--- src/rtl/core_defines_pkg.sv ---
// Shared core front-end definitions: hold levels, fetch defaults, RAS op codes.
package core_defines_pkg;

  localparam int unsigned HOLD_LVL_W = 3;

  // Pipeline hold levels driven by ctrl; higher levels freeze more stages.
  typedef enum logic [HOLD_LVL_W-1:0] {
    HOLD_NONE = 3'd0,
    HOLD_PC   = 3'd1,
    HOLD_IF   = 3'd2,
    HOLD_ID   = 3'd3
  } hold_lvl_e;

  localparam logic [31:0] DEFAULT_RESET_ADDR = 32'h0000_0000;
  localparam int unsigned DEFAULT_INSN_BYTES = 4;

  // Return-address stack operation for one accepted fetch.
  typedef enum logic [1:0] {
    RAS_IDLE = 2'd0,
    RAS_PUSH = 2'd1,
    RAS_POP  = 2'd2,
    RAS_SWAP = 2'd3
  } ras_op_e;

  // Map call/return flags of the fetched instruction onto a stack op.
  function automatic ras_op_e ras_op_decode(input logic call, input logic ret);
    ras_op_e op;
    op = RAS_IDLE;
    if (call && ret) begin
      op = RAS_SWAP;
    end else if (call) begin
      op = RAS_PUSH;
    end else if (ret) begin
      op = RAS_POP;
    end
    return op;
  endfunction

endpackage

--- src/rtl/pc_ras.sv ---
// Circular return-address stack; oldest entry is overwritten when full.
module pc_ras
  import core_defines_pkg::*;
#(
  parameter int unsigned XLEN      = 32,
  parameter int unsigned RAS_DEPTH = 4
) (
  input  logic            clk,
  input  logic            rst,
  input  logic            clear,
  input  ras_op_e         op,
  input  logic [XLEN-1:0] push_data,
  output logic [XLEN-1:0] top,
  output logic            empty,
  output logic            full
);

  localparam int unsigned PTR_W = (RAS_DEPTH > 1) ? $clog2(RAS_DEPTH) : 1;
  localparam int unsigned CNT_W = $clog2(RAS_DEPTH + 1);

  logic [XLEN-1:0]  entries [RAS_DEPTH];
  logic [PTR_W-1:0] ptr_q;
  logic [CNT_W-1:0] cnt_q;
  logic [PTR_W-1:0] ptr_m1;
  logic [PTR_W-1:0] ptr_p1;

  // Neighbouring pointer values; wrap is implicit since the depth is a power of two.
  always_comb begin
    ptr_m1 = ptr_q - PTR_W'(1);
    ptr_p1 = ptr_q + PTR_W'(1);
  end

  // Flags and predicted target come straight from the stack registers.
  always_comb begin
    empty = (cnt_q == CNT_W'(0));
    full  = (cnt_q == CNT_W'(RAS_DEPTH));
    top   = entries[ptr_m1];
  end

  // Stack state update: push, pop, pop-then-push, and soft clear.
  always_ff @(posedge clk) begin
    if (rst) begin
      ptr_q <= '0;
      cnt_q <= '0;
      for (int unsigned i = 0; i < RAS_DEPTH; i++) begin
        entries[i] <= '0;
      end
    end else if (clear) begin
      ptr_q <= '0;
      cnt_q <= '0;
    end else begin
      case (op)
        RAS_PUSH: begin
          entries[ptr_q] <= push_data;
          ptr_q          <= ptr_p1;
          if (!full) begin
            cnt_q <= cnt_q + CNT_W'(1);
          end
        end
        RAS_POP: begin
          if (!empty) begin
            ptr_q <= ptr_m1;
            cnt_q <= cnt_q - CNT_W'(1);
          end
        end
        RAS_SWAP: begin
          // Pop then push collapses to a top-of-stack rewrite; on an empty
          // stack the pop is a no-op and only the push remains.
          if (!empty) begin
            entries[ptr_m1] <= push_data;
          end else begin
            entries[ptr_q] <= push_data;
            ptr_q          <= ptr_p1;
            cnt_q          <= cnt_q + CNT_W'(1);
          end
        end
        default: begin
        end
      endcase
    end
  end

endmodule

--- src/rtl/pc_sequencer.sv ---
// Fetch program counter with hold/jump control, valid/ready handshake,
// debugger soft reset and return-address prediction.
module pc_sequencer
  import core_defines_pkg::DEFAULT_RESET_ADDR;
  import core_defines_pkg::DEFAULT_INSN_BYTES;
  import core_defines_pkg::ras_op_e;
  import core_defines_pkg::RAS_IDLE;
  import core_defines_pkg::ras_op_decode;
#(
  parameter int unsigned     XLEN       = 32,
  parameter logic [XLEN-1:0] RESET_ADDR = XLEN'(DEFAULT_RESET_ADDR),
  parameter int unsigned     INSN_BYTES = DEFAULT_INSN_BYTES,
  parameter int unsigned     RAS_DEPTH  = 4,
  parameter int unsigned     HOLD_W     = 3,
  parameter int unsigned     HOLD_PC    = 32'(core_defines_pkg::HOLD_PC)
) (
  input  logic              clk,
  input  logic              rst,
  input  logic              jump_en_i,
  input  logic [XLEN-1:0]   jump_addr_i,
  input  logic [HOLD_W-1:0] hold_en_i,
  input  logic              jtag_rst_i,
  input  logic              fetch_ready_i,
  input  logic              call_i,
  input  logic              ret_i,
  output logic [XLEN-1:0]   pc_o,
  output logic              fetch_valid_o,
  output logic              ras_empty_o,
  output logic              ras_full_o
);

  logic [XLEN-1:0] pc_q;
  logic [XLEN-1:0] pc_d;
  logic            run_q;
  logic            pc_frozen;
  logic            valid;
  logic            fire;
  logic            ras_upd;
  logic [XLEN-1:0] seq_pc;
  logic [XLEN-1:0] ras_top;
  logic            ras_empty;
  logic            ras_full;
  ras_op_e         ras_op;

  // Handshake terms: valid never looks at ready, so a stalled request stays put.
  always_comb begin
    pc_frozen = (hold_en_i >= HOLD_W'(HOLD_PC));
    valid     = run_q & ~jtag_rst_i & ~pc_frozen;
    fire      = valid & fetch_ready_i;
    ras_upd   = fire & ~jump_en_i;
    seq_pc    = pc_q + XLEN'(INSN_BYTES);
  end

  // Stack op only for an accepted fetch that a redirect does not squash.
  always_comb begin
    ras_op = RAS_IDLE;
    if (ras_upd) begin
      ras_op = ras_op_decode(call_i, ret_i);
    end
  end

  // Next-PC priority: soft reset, redirect, hold, predicted return, sequential.
  always_comb begin
    pc_d = pc_q;
    if (jtag_rst_i) begin
      pc_d = RESET_ADDR;
    end else if (jump_en_i) begin
      pc_d = jump_addr_i;
    end else if (pc_frozen) begin
      pc_d = pc_q;
    end else if (fire && ret_i && !ras_empty) begin
      pc_d = ras_top;
    end else if (fire) begin
      pc_d = seq_pc;
    end
  end

  // PC and run flag registers; run_q rises on the first edge out of reset.
  always_ff @(posedge clk) begin
    if (rst) begin
      pc_q  <= RESET_ADDR;
      run_q <= 1'b0;
    end else begin
      pc_q  <= pc_d;
      run_q <= 1'b1;
    end
  end

  pc_ras #(
    .XLEN      (XLEN),
    .RAS_DEPTH (RAS_DEPTH)
  ) u_ras (
    .clk       (clk),
    .rst       (rst),
    .clear     (jtag_rst_i),
    .op        (ras_op),
    .push_data (seq_pc),
    .top       (ras_top),
    .empty     (ras_empty),
    .full      (ras_full)
  );

  // Output drive.
  always_comb begin
    pc_o          = pc_q;
    fetch_valid_o = valid;
    ras_empty_o   = ras_empty;
    ras_full_o    = ras_full;
  end

endmodule

--- config.mk ---
export PLATFORM = sky130hd
export DESIGN_NAME = pc_sequencer
export DESIGN_NICKNAME = d
export VERILOG_FILES = /design/src/rtl/core_defines_pkg.sv /design/src/rtl/pc_ras.sv /design/src/rtl/pc_sequencer.sv
export SDC_FILE = /design/constraint.sdc
export NUM_CORES = 1
export LEC_CHECK = 0
export CAP_MARGIN = 40
export CORE_MARGIN = 10
export CORE_UTILIZATION = 36
export CTS_CLUSTER_DIAMETER = 200
export DETAILED_ROUTE_END_ITERATION = 16
export PLACE_DENSITY = 0.56
export SLEW_MARGIN = 15
export SYNTH_ARGS = -nofsm -noshare
export SYNTH_HDL_FRONTEND = slang
export SYNTH_HIERARCHICAL = 1
export SYNTH_SLANG_ARGS = --single-unit
--- constraint.sdc ---
create_clock -name clk -period 3.9 [get_ports clk]
set_input_delay 0.78 -clock clk [delete_from_list [all_inputs] [get_ports clk]]
set_output_delay 0.78 -clock clk [all_outputs]
set_load 0.02 [all_outputs]
==> results.md <==
- Lkg Pwr: 3.672 nW
- Post-Route WL: about 25000 µm
- Total track usage: between 10% and 20%
- Slowest stage delay, CP: 0.47 ns
- FF-to-FF Start: run_q
- Sw Pwr: 0.0008722 W
- Critical Path Fanout Max: 7
- Fmax: 301.4 MHz
- Worst Setup Slack, final: a little under 0.6 ns
- Worst setup startpoint: hold_en_i[0]
- Internal power: just over 0.003 W
- Cell mode on critical path: a21oi_1
- Synthesized flop and latch total: around 170
- Fraction of the cycle the final worst path needs: between 80% and 90%
- Post_cts resized: 0
- Min Tclk post-route: roughly 3.3 ns
- Gr ovfl total: 0
- EDFF count, synth: about 130
- Peak supply drop: between 200 and 250 µV
- Fin util: roughly 44%
- WS Path Type: in -> reg
- Area leader, netlist: edfxtp_1
- Slew Viols, Final: 0
- Combinational cell fraction of total power: approximately 6.5%
- Flop2flop setup slack: between 1 and 1.5 ns
- Routed vias: 6249
- Clock buffer depth: 2
- DR vias/cell: roughly 5.5
- Clk sinks: ~170
- Largest net degree at the start of global routing: 43
- Worst slack, placed: between 0.15 and 0.2 ns
- Syn nets: 770
- Relative slew margins: a little under half
- Post-synth ARST share: 0%
- CTS tree: done
- Syn Area/Cell: approximately 12 µm²
- Crit start category: primary input
- Number of hold buffers added after cts: 0
- Crit end category: flop
- Clock transition at path regs: 0.07 ns
- Io pins: 77
- Count leader, synth: and2_1
- Seq/Total Area, Yosys: a little over half
- Synth top area cells: edfxtp_1 44%, and2_1 9.7%, dfxtp_1 8.8%
- # diodes: 0
- Num CTS Buffers: 17
- Worst hold path type: reg -> reg
- Post-DRT Antenna Nets: 0
- H-tree levels: 4
- Clock root buffer: clkbuf_16
- Top cell type's share of synthesized area: 44.33%
- Final Wtd Congestion: 0.8268
- Mapped Cells: 726
- Setup TNS: 0 ns
- CP required: approximately 4.2 ns
- Worst-margin pin slew: slightly below 0.8 ns
- Status: finished clean
- RSZ-0062 raised after global routing: no
- Crit-path cells: clkdlybuf4s50_1 > nor3b_1 > and4_1 > and2_1 > nor2b_1 > inv_1 > fa_1 > nor3b_1 > a21oi_1 > a21oi_1 > a21oi_1
- Rows: 56
- WP data arrival: between 3 and 4 ns
- Initial DRT Pass Iterations: 4
- Clock power frac: between 40% and 50%
- Yosys warnings: 6
- Hold wc startpoint: pc_o[0]
- Power density over cell area: roughly 380 nW/µm²
- Slowest cell on crit path: clkdlybuf4s50_1
- Switch share: about 22%
- Unique masters post-synth: 74
- Clock Latency Late Sink: between 0.4 and 0.5 ns
- Core ar.: 23610 µm²
- PortBufs: 76
- Drt drc: 0
- DRT iter0 DRCs: around 480
- Sequential share of power: roughly half
- Initial core utilization: approximately 37%
- Reg2reg path depth: 10
- First-pass GRT wire length: about 39000 µm
- Ys flop type: edfxtp_1
- Hold path endpoint: pc_o[0]
- Die area: around 30000 µm²
- WHS Path Cells: 2
- Layout cells sized above 1: around 16%
- Die width: 175.2 µm
- Area Overhead vs Synth: 20.62%
- Layout Nets: around 850
- Post-DP HPWL: ~17000 µm
- Initial antenna violation count: 0
- Synth Cell Area: between 8000 and 9000 µm²
- Die Y-Extent: 175.2 µm
- Final Hold Vio Count: 0
- Commonest cells post-synth: 135 x and2_1, 128 x edfxtp_1, 38 x dfxtp_1
- Critical R2R Capture: u_ras/cnt_q[2]
- Number of setup buffers added after CTS: 0
- Final setup viols: 0
- Clock skew: 0.009959 ns
- Vias in the first global route: between 6000 and 7000
- Max-cap viol count: 0
- WL per Instance: approximately 22 µm
-- routing by layer --
metal	track usage, %	share of wire, %
met3	3.083	4.1
met2	28.70	51
met1	19.87	42
met5	0	0
met4	6.358	2.6
-- cells in the final DEF (no fill, tap or decap), types with 18 or more instances in the layout --
master / synthesis / routed
a21oi_1: 32 / 32
and2_1: 135 / 135
buf_4: 2 / 28
clkdlybuf4s50_1: 0 / 75
dfxtp_1: 38 / 36
edfxtp_1: 128 / 128
mux4_2: 32 / 32
nand2_1: 33 / 33
nand3_1: 18 / 18
nor2_1: 29 / 29
o21ai_0: 18 / 18
-- metrics by stage --
| step | area [µm²] | total power [W] | cells | hold WS [ns] |
|---|---|---|---|---|
| 5_1_grt | 10460 | 0.004072 | 1134 | 0.5902 |
| 3_5_place_dp | 9867 | 0.002290 | 1102 | 0.5239 |
| 3_3_place_gp | 9847 | 0.002285 | 1101 | 0.5177 |
| 4_1_cts | 10460 | 0.003979 | 1134 | 0.5441 |
| 2_1_floorplan | 8671 | 0.002146 | 726 | 0.4877 |
| 6_report | 10460 | 0.003956 | 1134 | 0.5410 |
-- critical path: cells and delay by family --
| kind | cells | cell delay [ns] |
|---|---|---|
| AOI/OAI and AO/OA | 3 | 0.35 |
| buffers and inverters | 2 | 0.57 |
| and+or+nand+nor | 5 | 1.50 |
| adders and majority gates | 1 | 0.43 |
-- cells by family (layout without fill, tap and decap cells) --
kind of cell	after synthesis	after routing	share of synthesized area [%]
compound gates	119	119	9.741
xor+xnor	21	21	2.294
fa+ha+maj	2	2	0.3752
buf+inv	65	154	3.954
flops	166	166	53.10
mux	36	36	8.788
simple gates	317	317	21.75
-- power by group through the flow --
stage | Sequential, W | Combinational (W) | Clock (W)
final | 0.00199 | 0.000257 | 0.00171
after global routing | 0.00200 | 0.000275 | 0.00180
after CTS | 0.00199 | 0.000259 | 0.00173
after detailed placement | 0.00203 | 0.000258 | 0
after global placement | 0.00203 | 0.000257 | 0
after floorplan | 0.00203 | 0.000116 | 0
-- registers in the layout (all words and copies together), names as in the netlist --
register	flops
u_ras/entries	128
u_ras/cnt_q	3
run_q	1
u_ras/ptr_q	2
pc_o	32
-- how the worst max path moves through the flow --
stage	end	slack, ns
2_1_floorplan	u_ras/entries[1][0]	0.13
4_1_cts	u_ras/cnt_q[1]	0.64
5_1_grt	u_ras/cnt_q[1]	0.34
3_5_place_dp	u_ras/cnt_q[1]	0.17
3_3_place_gp	u_ras/cnt_q[2]	0.38
6_report	u_ras/cnt_q[2]	0.58
-- layout make-up --
cell class              count  area (µm²)
fillers                  2241       13150
flip-flops and latches    166        4607
multi-input cells         495        3730
repair buffers            110        1086
clock buffers              20       436.7
well taps                 319       399.1
clock inverters            12       155.1
inverters                  12       45.04
Power figures use the tool's default switching activity.
==> patch (same settings) <==
`RAS_DEPTH` is set to 4 in 2 places; all go to 8.
--- a/src/rtl/pc_ras.sv
+++ b/src/rtl/pc_ras.sv
@@ -3,7 +3,7 @@
   import core_defines_pkg::*;
 #(
   parameter int unsigned XLEN      = 32,
-  parameter int unsigned RAS_DEPTH = 4
+  parameter int unsigned RAS_DEPTH = 8
 ) (
   input  logic            clk,
   input  logic            rst,
--- a/src/rtl/pc_sequencer.sv
+++ b/src/rtl/pc_sequencer.sv
@@ -10,7 +10,7 @@
   parameter int unsigned     XLEN       = 32,
   parameter logic [XLEN-1:0] RESET_ADDR = XLEN'(DEFAULT_RESET_ADDR),
   parameter int unsigned     INSN_BYTES = DEFAULT_INSN_BYTES,
-  parameter int unsigned     RAS_DEPTH  = 4,
+  parameter int unsigned     RAS_DEPTH  = 8,
   parameter int unsigned     HOLD_W     = 3,
   parameter int unsigned     HOLD_PC    = 32'(core_defines_pkg::HOLD_PC)
 ) (
Behaviour: not the same (Yosys sat finds a counterexample within 10 cycles, from zero or initial values).
==> patch against the unedited design <==
Core utilization fell by 0.68 points. Largest power group unchanged. Setup slack got worse by 61 ps. Critical path type unchanged. Via count rose by 63%. Sequential cell count rose by 130. Die area rose by 59%. Wire length rose by 74%. Clock power rose by 83%. Design area rose by 66%. Synthesized area rose by 68%. Combinational power rose by 45%. Total power rose by 79%.
==> patch: results (changes against the unedited design) <==
Routed met3 length 3200 µm (+210%); nets 1322 (+56%); clock latency on the worst-skew pair 520 ps (+90 ps); clock network area share 0.0621 (+0.00552); GR Util met1 0.230 (+0.0313); synth unique cells 70 (-5.4%); sequential cell area 8490 µm² (+84%); Synth area leaders edfxtp_1, mux4_2, nor2_1, dfxtp_1, mux2_2; Multi-input gate area 5640 µm² (+51%); Flop pwr share 0.505 (about the same); Post-synth top cells nor2_1, edfxtp_1, nand2_1, mux4_2, dfxtp_1; Logic inverters 16 (+4); Synthesized Nets 1236 (+61%); Leak 0.00581 µW (+58%); number of multi-input logic gates 786 (+59%); reg2reg setup slack 910 ps (-170 ps); clk_skew 22.9 ps (+12.9 ps); HPWL Detailed 28800 µm (+68%); share of cells above drive strength 1 0.196 (+0.0406); Post-synth EDFFs 256 (+100%); DR vias 10200 (+63%); worst hold slack 564 ps (+23.0 ps); Plain + repair buffers 140 (+27%); largest net degree at the start of global routing 65 (+51%); # fillers 3769 (+68%); TritonCTS buffer count 34 (+17); status complete, no violations; met1 WL 18500 µm (+73%); Final Non-Filler Cells 1823 (+61%); Syn Area/Cell 12.2 µm² (+2.4%); Met2 Wirelength 21500 µm (+66%); Initial DRC Count 891 (+88%); GP Congestion 0.822 (-0.56%); CP Max Fanout 63 (+56)
==> patch: cell types whose count changed in the layout (fill, tap and decap cells not counted), moves of 6 or more <==
cell / unedited run / this run
nand2_1: 33 / 99
mux2_2: 1 / 34
mux4_2: 32 / 64
buf_12: 6 / 14
clkbuf_16: 17 / 35
clkbuf_1: 3 / 9
buf_4: 28 / 48
and2_1: 135 / 8
edfxtp_1: 128 / 256
o21bai_4: 0 / 8
nor2_1: 29 / 284
==> patch: worst max-delay path, cell delays in order <==
cell,delay (ps)
clkdlybuf4s50_1,470
nor3b_2,210
and4_1,270
and2_1,260
o41a_1,210
nand3_1,80
buf_4,180
a31oi_4,310
buf_4,630
nor2_1,120
==> patch: cell families (layout without fill, tap and decap cells) <==
kind of cell,count (synthesis),count (layout),synth area share
AND/OR/NAND/NOR,522,522,0.162
flip-flops,296,296,0.584
XOR/XNOR,19,19,0.0120
AO/OA/AOI/OAI,137,137,0.0679
multiplexers,102,102,0.129
adder cells (fa/ha/maj),6,6,0.00568
buffers and inverters,106,216,0.0401
==> patch: final timing paths <==
| kind | startpoint | endpoint |
|---|---|---|
| worst max register to register | u_ras/cnt_q[0] | pc_o[15] |
| worst max-delay path | hold_en_i[0] | u_ras/entries[6][2] |
| worst min-delay path | pc_o[1] | pc_o[1] |
| worst min register to register | pc_o[1] | pc_o[1] |
==> patch: through the flow <==
| step | utilization | worst slack, ps | power [µW] |
|---|---|---|---|
| finish | 0.436 | 521 | 7090 |
| global route | 0.436 | 338 | 7310 |
| CTS | 0.435 | 533 | 7150 |
| detailed placement | 0.408 | 24.3 | 4020 |
| global placement | 0.408 | 43.1 | 4020 |
| floorplan | - | 30.6 | 3810 |
